[src/rtl/pipe_pkg.sv]
// Shared definitions for the elastic inter-stage pipeline register.
package pipe_pkg;

  localparam logic [1:0] ST_EMPTY = 2'd0;
  localparam logic [1:0] ST_ONE   = 2'd1;
  localparam logic [1:0] ST_FULL  = 2'd2;

  typedef enum logic [1:0] {
    S_EMPTY = ST_EMPTY,
    S_ONE   = ST_ONE,
    S_FULL  = ST_FULL
  } state_e;

  // NOP control bit, replicated to the control width by its users
  localparam logic CTRL_NOP = 1'b0;

endpackage

[src/rtl/pipe_entry.sv]
// One storage entry {ctrl, data, tag}; control can be cleared to a NOP
// independently so that data/tag keep their last values on drain or flush.
module pipe_entry
  import pipe_pkg::*;
#(
  parameter int CTRL_W = 4,
  parameter int DATA_W = 64,
  parameter int TAG_W  = 5
) (
  input  logic                            clk,
  input  logic                            rst,
  input  logic                            load,
  input  logic                            clr_ctrl,
  input  logic [CTRL_W+DATA_W+TAG_W-1:0]  d,
  output logic [CTRL_W+DATA_W+TAG_W-1:0]  q
);

  localparam int PAY_W = DATA_W + TAG_W;
  localparam int W     = CTRL_W + PAY_W;

  logic [CTRL_W-1:0] ctrl_q;
  logic [PAY_W-1:0]  payload_q;

  always_ff @(posedge clk or negedge rst) begin
    if (!rst) begin
      ctrl_q    <= '0;
      payload_q <= '0;
    end else begin
      if (clr_ctrl)
        ctrl_q <= {CTRL_W{CTRL_NOP}};
      else if (load)
        ctrl_q <= d[W-1 -: CTRL_W];
      if (load)
        payload_q <= d[PAY_W-1:0];
    end
  end

  assign q = {ctrl_q, payload_q};

endmodule

[src/rtl/pipe_stage_skid.sv]
// Elastic pipeline register with valid/ready handshake, two-entry skid
// buffer and synchronous flush that inserts NOP bubbles.
//
//   state   | meaning
//   EMPTY   | no beat held, outputs show a bubble
//   ONE     | main holds a beat, skid empty
//   FULL    | main and skid both hold beats, upstream stalled
module pipe_stage_skid
  import pipe_pkg::*;
#(
  parameter int CTRL_W = 4,
  parameter int DATA_W = 64,
  parameter int TAG_W  = 5
) (
  input  logic              clk,
  input  logic              rst,
  input  logic              flush,
  input  logic              in_valid,
  output logic              in_ready,
  input  logic [CTRL_W-1:0] in_ctrl,
  input  logic [DATA_W-1:0] in_data,
  input  logic [TAG_W-1:0]  in_tag,
  output logic              out_valid,
  input  logic              out_ready,
  output logic [CTRL_W-1:0] out_ctrl,
  output logic [DATA_W-1:0] out_data,
  output logic [TAG_W-1:0]  out_tag,
  output logic [1:0]        occupancy
);

  localparam int W = CTRL_W + DATA_W + TAG_W;

  state_e state_q, state_d;
  logic   accept, emit;
  logic   main_load, main_clr, main_from_skid, skid_load, skid_clr;
  logic [W-1:0] in_bundle, main_d, main_q, skid_q;

  assign in_ready  = (state_q != S_FULL);
  assign out_valid = (state_q != S_EMPTY);
  assign occupancy = state_q;

  // A beat offered during flush is dropped, so it never counts as accepted
  assign accept = in_valid & in_ready & ~flush;
  assign emit   = out_valid & out_ready;

  always_ff @(posedge clk or negedge rst) begin
    if (!rst) state_q <= S_EMPTY;
    else      state_q <= state_d;
  end

  always_comb begin
    state_d        = state_q;
    main_load      = 1'b0;
    main_clr       = 1'b0;
    main_from_skid = 1'b0;
    skid_load      = 1'b0;
    skid_clr       = 1'b0;
    if (flush) begin
      state_d  = S_EMPTY;
      main_clr = 1'b1;
      skid_clr = 1'b1;
    end else begin
      case (state_q)
        S_EMPTY: begin
          if (accept) begin
            state_d   = S_ONE;
            main_load = 1'b1;
          end
        end
        S_ONE: begin
          if (accept && emit) begin
            main_load = 1'b1;
          end else if (accept) begin
            state_d   = S_FULL;
            skid_load = 1'b1;
          end else if (emit) begin
            state_d  = S_EMPTY;
            main_clr = 1'b1;
          end
        end
        S_FULL: begin
          if (emit) begin
            state_d        = S_ONE;
            main_load      = 1'b1;
            main_from_skid = 1'b1;
            skid_clr       = 1'b1;
          end
        end
        default: begin
          state_d  = S_EMPTY;
          main_clr = 1'b1;
          skid_clr = 1'b1;
        end
      endcase
    end
  end

  assign in_bundle = {in_ctrl, in_data, in_tag};
  assign main_d    = main_from_skid ? skid_q : in_bundle;

  pipe_entry #(.CTRL_W(CTRL_W), .DATA_W(DATA_W), .TAG_W(TAG_W)) u_main (
    .clk      (clk),
    .rst      (rst),
    .load     (main_load),
    .clr_ctrl (main_clr),
    .d        (main_d),
    .q        (main_q)
  );

  pipe_entry #(.CTRL_W(CTRL_W), .DATA_W(DATA_W), .TAG_W(TAG_W)) u_skid (
    .clk      (clk),
    .rst      (rst),
    .load     (skid_load),
    .clr_ctrl (skid_clr),
    .d        (in_bundle),
    .q        (skid_q)
  );

  assign out_ctrl = main_q[W-1 -: CTRL_W];
  assign out_data = main_q[DATA_W+TAG_W-1 : TAG_W];
  assign out_tag  = main_q[TAG_W-1:0];

endmodule

[config.mk]
export PLATFORM = sky130hd
export DESIGN_NAME = pipe_stage_skid
export DESIGN_NICKNAME = d
export VERILOG_FILES = /design/src/rtl/pipe_pkg.sv /design/src/rtl/pipe_entry.sv /design/src/rtl/pipe_stage_skid.sv
export SDC_FILE = /design/constraint.sdc
export NUM_CORES = 1
export LEC_CHECK = 0
export BUFFER_PORTS_ARGS = -buffer_cell sky130_fd_sc_hd__buf_2
export CORE_MARGIN = 1
export CORE_UTILIZATION = 50
export CTS_BUF_LIST = sky130_fd_sc_hd__clkbuf_8
export DETAILED_ROUTE_END_ITERATION = 8
export HOLD_SLACK_MARGIN = 0.05
export PLACE_DENSITY = 0.74
export SYNTH_ARGS = -nofsm -noshare
export SYNTH_HDL_FRONTEND = slang
export SYNTH_SLANG_ARGS = --single-unit
[constraint.sdc]
create_clock -name clk -period 3.1 [get_ports clk]
set_clock_uncertainty 0.1 [all_clocks]
set_input_delay 0.31 -clock clk [delete_from_list [all_inputs] [get_ports clk]]
set_output_delay 0.31 -clock clk [all_outputs]
set_load 0.1 [all_outputs]
# ---- Yosys cells after proc, flatten, opt, wreduce, memory -nomap -nowiden
# Index checks and enable logic that the tools add are counted.
dict set report word_totals {
  reg_bits 148
  inputBits 78
  word_cells 52
}
dict set report classes {
  n_bitwise 4
  eq_ne 7
  n_reduce_logical 8
  mux 28
}
# cell n
set op_table {}
lappend op_table {{$mux 73} 1}
lappend op_table {{$mux 4} 4}
lappend op_table {{$mux 1} 13}
lappend op_table {{$mux 2} 6}
lappend op_table {{$ne 3x3->1 const B} 3}
lappend op_table {{$pmux 2 s3} 1}
lappend op_table {{$reduce_bool 2->1} 3}
lappend op_table {{$ne 4x4->1 const B} 1}
lappend op_table {{$pmux 1 s2} 2}
lappend op_table {{$reduce_and 4->1} 1}
lappend op_table {{$reduce_or 2->1} 2}
lappend op_table {{$and 1x1->1} 3}
lappend op_table {{$pmux 1 s3} 1}
lappend op_table {{$eq 2x1->1 const B} 1}
lappend op_table {{$eq 2x2->1 const B} 1}
lappend op_table {{$logic_not 2->1} 1}
lappend op_table {{$ne 2x2->1 const B} 1}
lappend op_table {{$logic_and 1x1->1} 1}
lappend op_table {{$not 1->1} 1}

# ---- Longest topological paths before layout
dict set report depth {
  ltp_word 9
  ltp_mapped 7
}

# ---- Hierarchy
# Synthesis repeated with hierarchy kept, for this count alone.
dict set report unflattened {
  hier_cells 417
  area_unflattened_um2 7519.7
}
# module cells_per_inst seq_area_each_um2 area_each_um2 n_inst
set modules_own_cells {}
lappend modules_own_cells {pipe_entry 158 1826.8 3057.9 2}
lappend modules_own_cells {pipe_stage_skid 101 50.0 1403.8 1}

# ---- Worst setup path after synthesis
# OpenSTA, ideal clock, no wires.
dict set report synth_timing {
  path_kind {register -> register}
  startpoint {reg state_q[1] (netlist: occupancy[1])}
  endpoint {reg u_main.payload_q[0]}
  n_path_buf 2
  t_arrival_ps 2689
  path_stages_with_launch 8
  period_less_slack_ps 2915
  setup_slack_ps 185
  t_required_ps 2874
  cell_sequence {dfrtp_1 nor2b_4 inv_2 nor3b_2 buf_6 buf_12 mux2_4 mux2_4}
}
dict set report synth_via {
  elab_chain_cells 7
  word_cells_on_any_way 17
  classes_between {eq/ne (3); mux (8); bitwise (3); reduce/logical (3)}
}
# element line_no
set synth_rtl {}
lappend synth_rtl {{from (decl)} pipe_stage_skid.sv:33} ;# state_e state_q, state_d;
lappend synth_rtl {{from (signal assigned)} pipe_stage_skid.sv:48} ;# else state_q <= state_d;
lappend synth_rtl {{$ne 2x2->1 *} pipe_stage_skid.sv:38} ;# assign in_ready = (state_q != S_FULL);
lappend synth_rtl {{named net in_ready} pipe_stage_skid.sv:19} ;# output logic in_ready,
lappend synth_rtl {{$and 1x1->1 * (2 in a row)} pipe_stage_skid.sv:43} ;# assign accept = in_valid & in_ready & ~flush;
lappend synth_rtl {{$logic_and 1x1->1} pipe_stage_skid.sv:71} ;# if (accept && emit) begin
lappend synth_rtl {{$mux 1} pipe_stage_skid.sv:71}
lappend synth_rtl {{$pmux 1 s3 *} pipe_stage_skid.sv:63} ;# case (state_q)
lappend synth_rtl {{$mux 1 *} pipe_stage_skid.sv:58} ;# if (flush) begin
lappend synth_rtl {{to (signal assigned)} pipe_entry.sv:34} ;# payload_q <= d[PAY_W-1:0];
lappend synth_rtl {{to (decl)} pipe_entry.sv:22} ;# logic [PAY_W-1:0] payload_q;
# The timed path passes the listed nets; every way through them passes the cells marked *.
# A chain may end at the register's enable or synchronous reset.

# ---- Final worst setup path
dict set report layout_timing {
  startpoint {reg state_q[1] (netlist: occupancy[1])}
  endpoint {reg u_main.payload_q[35]}
}
dict set report layout_via {
  elab_chain_cells 7
  word_cells_on_any_way 17
  classes_between {eq/ne (3); mux (8); bitwise (3); reduce/logical (3)}
}
# element line_no
set layout_rtl {}
lappend layout_rtl {{$ne 2x2->1} pipe_stage_skid.sv:38}
lappend layout_rtl {{$and 1x1->1 (2 in a row)} pipe_stage_skid.sv:43}
lappend layout_rtl {{$logic_and 1x1->1} pipe_stage_skid.sv:71}
lappend layout_rtl {{$mux 1} pipe_stage_skid.sv:71}
lappend layout_rtl {{$pmux 1 s3} pipe_stage_skid.sv:63}
lappend layout_rtl {{$mux 1} pipe_stage_skid.sv:58}
# Several ways; a longest one is shown, not always the timed one.

==> run summary <==
The hold violation total from the final report was 0. The floorplan has 43 rows. The count of input and output buffers is 154.

The clock-pin slew on the worst setup and hold paths came out at 0.09 ns. The post-route met1 wirelength is 6090 um. 155 I/O pins were placed. The number of nets in the layout came out at 726.

In this run the register-to-register setup slack is 0.73 ns. The synthesized net count came out at 491. The pin count of the biggest net entering global routing is 83. In this run the worst hold path is classified as in -> reg. The detailed router used layers up to and including met4. TritonCTS created 17 clock buffers.

The flow ran to the end, and the final reports show no timing, DRC or antenna violations. TritonCTS built the clock tree. The placeable core area is 0.0138 mm2.

The final count of pins violating max slew came out at 0. In the final routed layout, each cell accounts on average for 16.6 um. The number of remaining DRC errors is 0. The layout has 965 filler cells. Across the run, the number of max-cap violations was 0.

The time the final worst path needs with I/O delays and setup came out at 2.37 ns. The number of antenna violations at the first check in global routing came out at 0. The sort of element at the start of the critical path is a flop. The cell area after synthesis is 0.00704 mm2. The number of library cell types mapped by synthesis came out at 28. Setup repair after global routing left no endpoint under its margin. The maximum fanout along the worst path is 27. The count of final setup violators came out at 0. The post-DP HPWL is 8810 um. The congestion estimate from routability-driven global placement came to 0.789. The worst setup path endpoint is u_main.payload_q[35]. The share of the Yosys chip area taken by registers is 52.6%.

The cell area power density is 740 mW/mm2. The first global-routing pass estimated 22,400 um of wire. The endpoint identified for the worst register-to-register timing path is u_main.payload_q[35]. The post-route netlist has 61.9% of its cells at a drive strength greater than 1. The post-synthesis instance total is 413. The count of instances resized after the clock tree is built is 0. The critical path goes through and2b_1 -> o21ai_2 -> a21oi_4 -> buf_12 -> mux2_2. The number of buffers and inverters on the critical path came out at 1.

The count of nets left with antenna violations after detail routing is 0. The number of warnings reported in the yosys synthesis log came out at 0. Tracing the worst setup path back leads to its startpoint at occupancy[1]. The via count of the first global-routing pass came to 4,481. Total power for the finished layout comes to 6.79 mW. STA classifies the critical path endpoint as a flop. In this run the horizontal extent of the chip is 121 um. The number of setup buffers added after CTS is 0. The clock power share came out at 24.1%.

The number of antenna diodes in the final layout is 0. The final critical path takes up 76.6% of the cycle. The proportion of synthesized flip-flops having asynchronous set or reset is 100%. The worst-case IR drop observed on VDD is 0.000336 V. The sum of met3 wire segment lengths after detailed routing is 650 um.

The number of synthesized flops with an enable pin came out at 0. Leaving out filler cells and counting taps, the final layout contains 839. Global routing used 20.1% of the available tracks. The average footprint of a synthesized cell came out at 17.1 um2. The switching power summed over all nets is 2.72 mW. Measured against its own limit, the worst slew margin works out to 50.1%.

The floorplan die area came out at 0.0146 mm2. The switching share of total power came out at 40.0%. The static power due to leakage is 4.37 nW. The internal power of the cells totals 4.08 mW. The total overflow left after global routing is 0.

The top cell type by area accounts for 52.6% of the synthesized area. Using the TritonRoute via totals, the vias-per-cell ratio works out to 4.98. The dominant cell type by area after synthesis is sky130_fd_sc_hd__dfrtp_1. The longest clock path from root to sink contains 2 buffers. The clock tree synthesis step divided the H-tree into 4 levels. The part of the power in registers is 38.5%.

The post-route setup TNS is 0 ns. The number of cells on the critical path is 5. The slew of the pin with the lowest slew margin is 0.748 ns. The total detailed-routing wirelength came out at 13,900 um. Combinational cells account for 37.4% of the total power.

The number of cells after detailed placement is 732. The delay of the slowest cell on the worst path came out at 0.54 ns. From bottom edge to top edge, the die measures 121 um. The critical-path cell with the highest stage delay is sky130_fd_sc_hd__a21oi_4. The number of cells on the worst reg-to-reg path is 5.

The wire length on met2 came out at 6880 um. The detailed-routing iteration count for the pre-antenna-repair pass is 4. The area added between synthesis and finish is 30.2%. The clock latency at the later pin of the worst-skew pair came out at 0.45 ns. The path type of the worst setup path is reg -> reg. The number of flip-flops and latches in the synthesized netlist is 148. The endpoint required time on the critical path is 3.33 ns.

In the post-synthesis netlist, the biggest area contributors are sky130_fd_sc_hd__dfrtp_1, sky130_fd_sc_hd__mux2_4, sky130_fd_sc_hd__mux2_2. The endpoint arrival time on the critical path came out at 2.60 ns. The detailed router finished its first iteration with 152 violations. In this run the clock root is driven by a sky130_fd_sc_hd__clkbuf_8.

The startpoint identified for the worst register-to-register timing path is occupancy[1]. The starting utilization of the core area is 50.9%. For this run, the leading register cell type out of synthesis is sky130_fd_sc_hd__dfrtp_1. The number of hold buffers added after CTS is 77.

Grouping stages by cell kind, the critical path spends the most delay in compound AO/OA/AOI/OAI gates. The total clock sinks came out at 148. The via count came out at 4,176. The maximum achievable frequency is 421 MHz.
[cell usage after synthesis, types with 4 or more instances]
cell type / count
sky130_fd_sc_hd__a22o_1: 8
sky130_fd_sc_hd__buf_12: 7
sky130_fd_sc_hd__mux2_2: 75
sky130_fd_sc_hd__nor2_1: 4
sky130_fd_sc_hd__buf_2: 15
sky130_fd_sc_hd__dfrtp_1: 148
sky130_fd_sc_hd__mux2_1: 4
sky130_fd_sc_hd__mux2_4: 132
[cells by family after synthesis]
kind of cell / count (synthesis) / share of synthesized area [%]
muxes: 212 / 40.9
DFF: 148 / 52.6
buffers and inverters: 25 / 3.38
AOI/OAI and AO/OA: 15 / 1.83
and+or+nand+nor: 13 / 1.30
[worst register-to-register path, delay by kind of cell, from the launching register on]
kind / cells / cell delay, ns
AOI/OAI and AO/OA: 2 / 0.66
DFF: 1 / 0.45
buffers and inverters: 1 / 0.32
muxes: 1 / 0.38
and+or+nand+nor: 1 / 0.34
[stage by stage]
| stage | cell area [um2] | utilization (%) | setup WS [ns] | hold slack [ns] |
|---|---|---|---|---|
| 5_1_grt | 9170 | 66.3 | 0.622 | 0.223 |
| 6_report | 9170 | 66.3 | 0.727 | 0.227 |
| 3_5_place_dp | 7980 | 57.7 | 0.786 | 0.309 |
| 4_1_cts | 9170 | 66.3 | 0.756 | 0.201 |
| 2_1_floorplan | 7040 | - | 0.185 | -0.0856 |
| 3_3_place_gp | 7980 | 57.7 | 0.925 | 0.294 |
[routing by layer]
metal  global-route usage (%)  vias up
met1                     24.9     2089
met3                     5.71       20
li1                         -     1959
met2                     33.2      108
met5                        0        -
met4                     7.87        0
[cell type report]
| type | count | area (um2) | area share [%] |
|---|---|---|---|
| Clock buffer | 17 | 234 | 2.55 |
| Clock inverter | 13 | 191 | 2.09 |
| Inverter | 1 | 3.75 | 0.0409 |
| Multi-Input combinational cell | 240 | 3110 | 33.9 |
| Sequential cell | 148 | 3700 | 40.4 |
| Tap cell | 180 | 225 | 2.46 |
| Timing Repair Buffer | 240 | 1700 | 18.6 |
[registers in the layout, indices dropped and copies added, names as in the netlist]
register and flops:
u_main.payload_q 69, u_skid.payload_q 69, u_main.ctrl_q 4, u_skid.ctrl_q 4, occupancy 2
[cell usage in the layout, fill, tap and decap left out, types with 2 or more instances in the layout]
cell type,n
sky130_fd_sc_hd__a22o_1,8
sky130_fd_sc_hd__buf_4,2
sky130_fd_sc_hd__dfrtp_1,148
sky130_fd_sc_hd__mux2_2,75
sky130_fd_sc_hd__mux2_4,132
sky130_fd_sc_hd__dlygate4sd3_1,77
sky130_fd_sc_hd__clkinv_2,6
sky130_fd_sc_hd__nor2_1,4
sky130_fd_sc_hd__buf_12,7
sky130_fd_sc_hd__buf_2,153
sky130_fd_sc_hd__clkbuf_8,17
sky130_fd_sc_hd__bufinv_16,5
sky130_fd_sc_hd__mux2_1,4
[power groups by stage]
stage	Combinational [mW]	Clock [mW]	Sequential, mW
final	2.54	1.64	2.62
after global routing	2.64	1.75	2.66
after CTS	2.55	1.67	2.61
after detailed placement	2.47	0	2.65
after global placement	2.43	0	2.61
after floorplan	0.682	0	3.97
[how the worst min path moves through the flow]
| stage | slack, ns | depth (start not counted) | from | end |
|---|---|---|---|---|
| global placement | 0.29 | 1 | rst | u_skid.payload_q[65] |
| detailed placement | 0.31 | 1 | rst | u_main.payload_q[65] |
| global route | 0.22 | 4 | in_valid | occupancy[0] |
| CTS | 0.20 | 4 | in_valid | occupancy[0] |
| floorplan | -0.09 | 0 | rst | occupancy[0] |
| finish | 0.23 | 4 | in_valid | occupancy[0] |
Power figures use the tool's default switching activity.
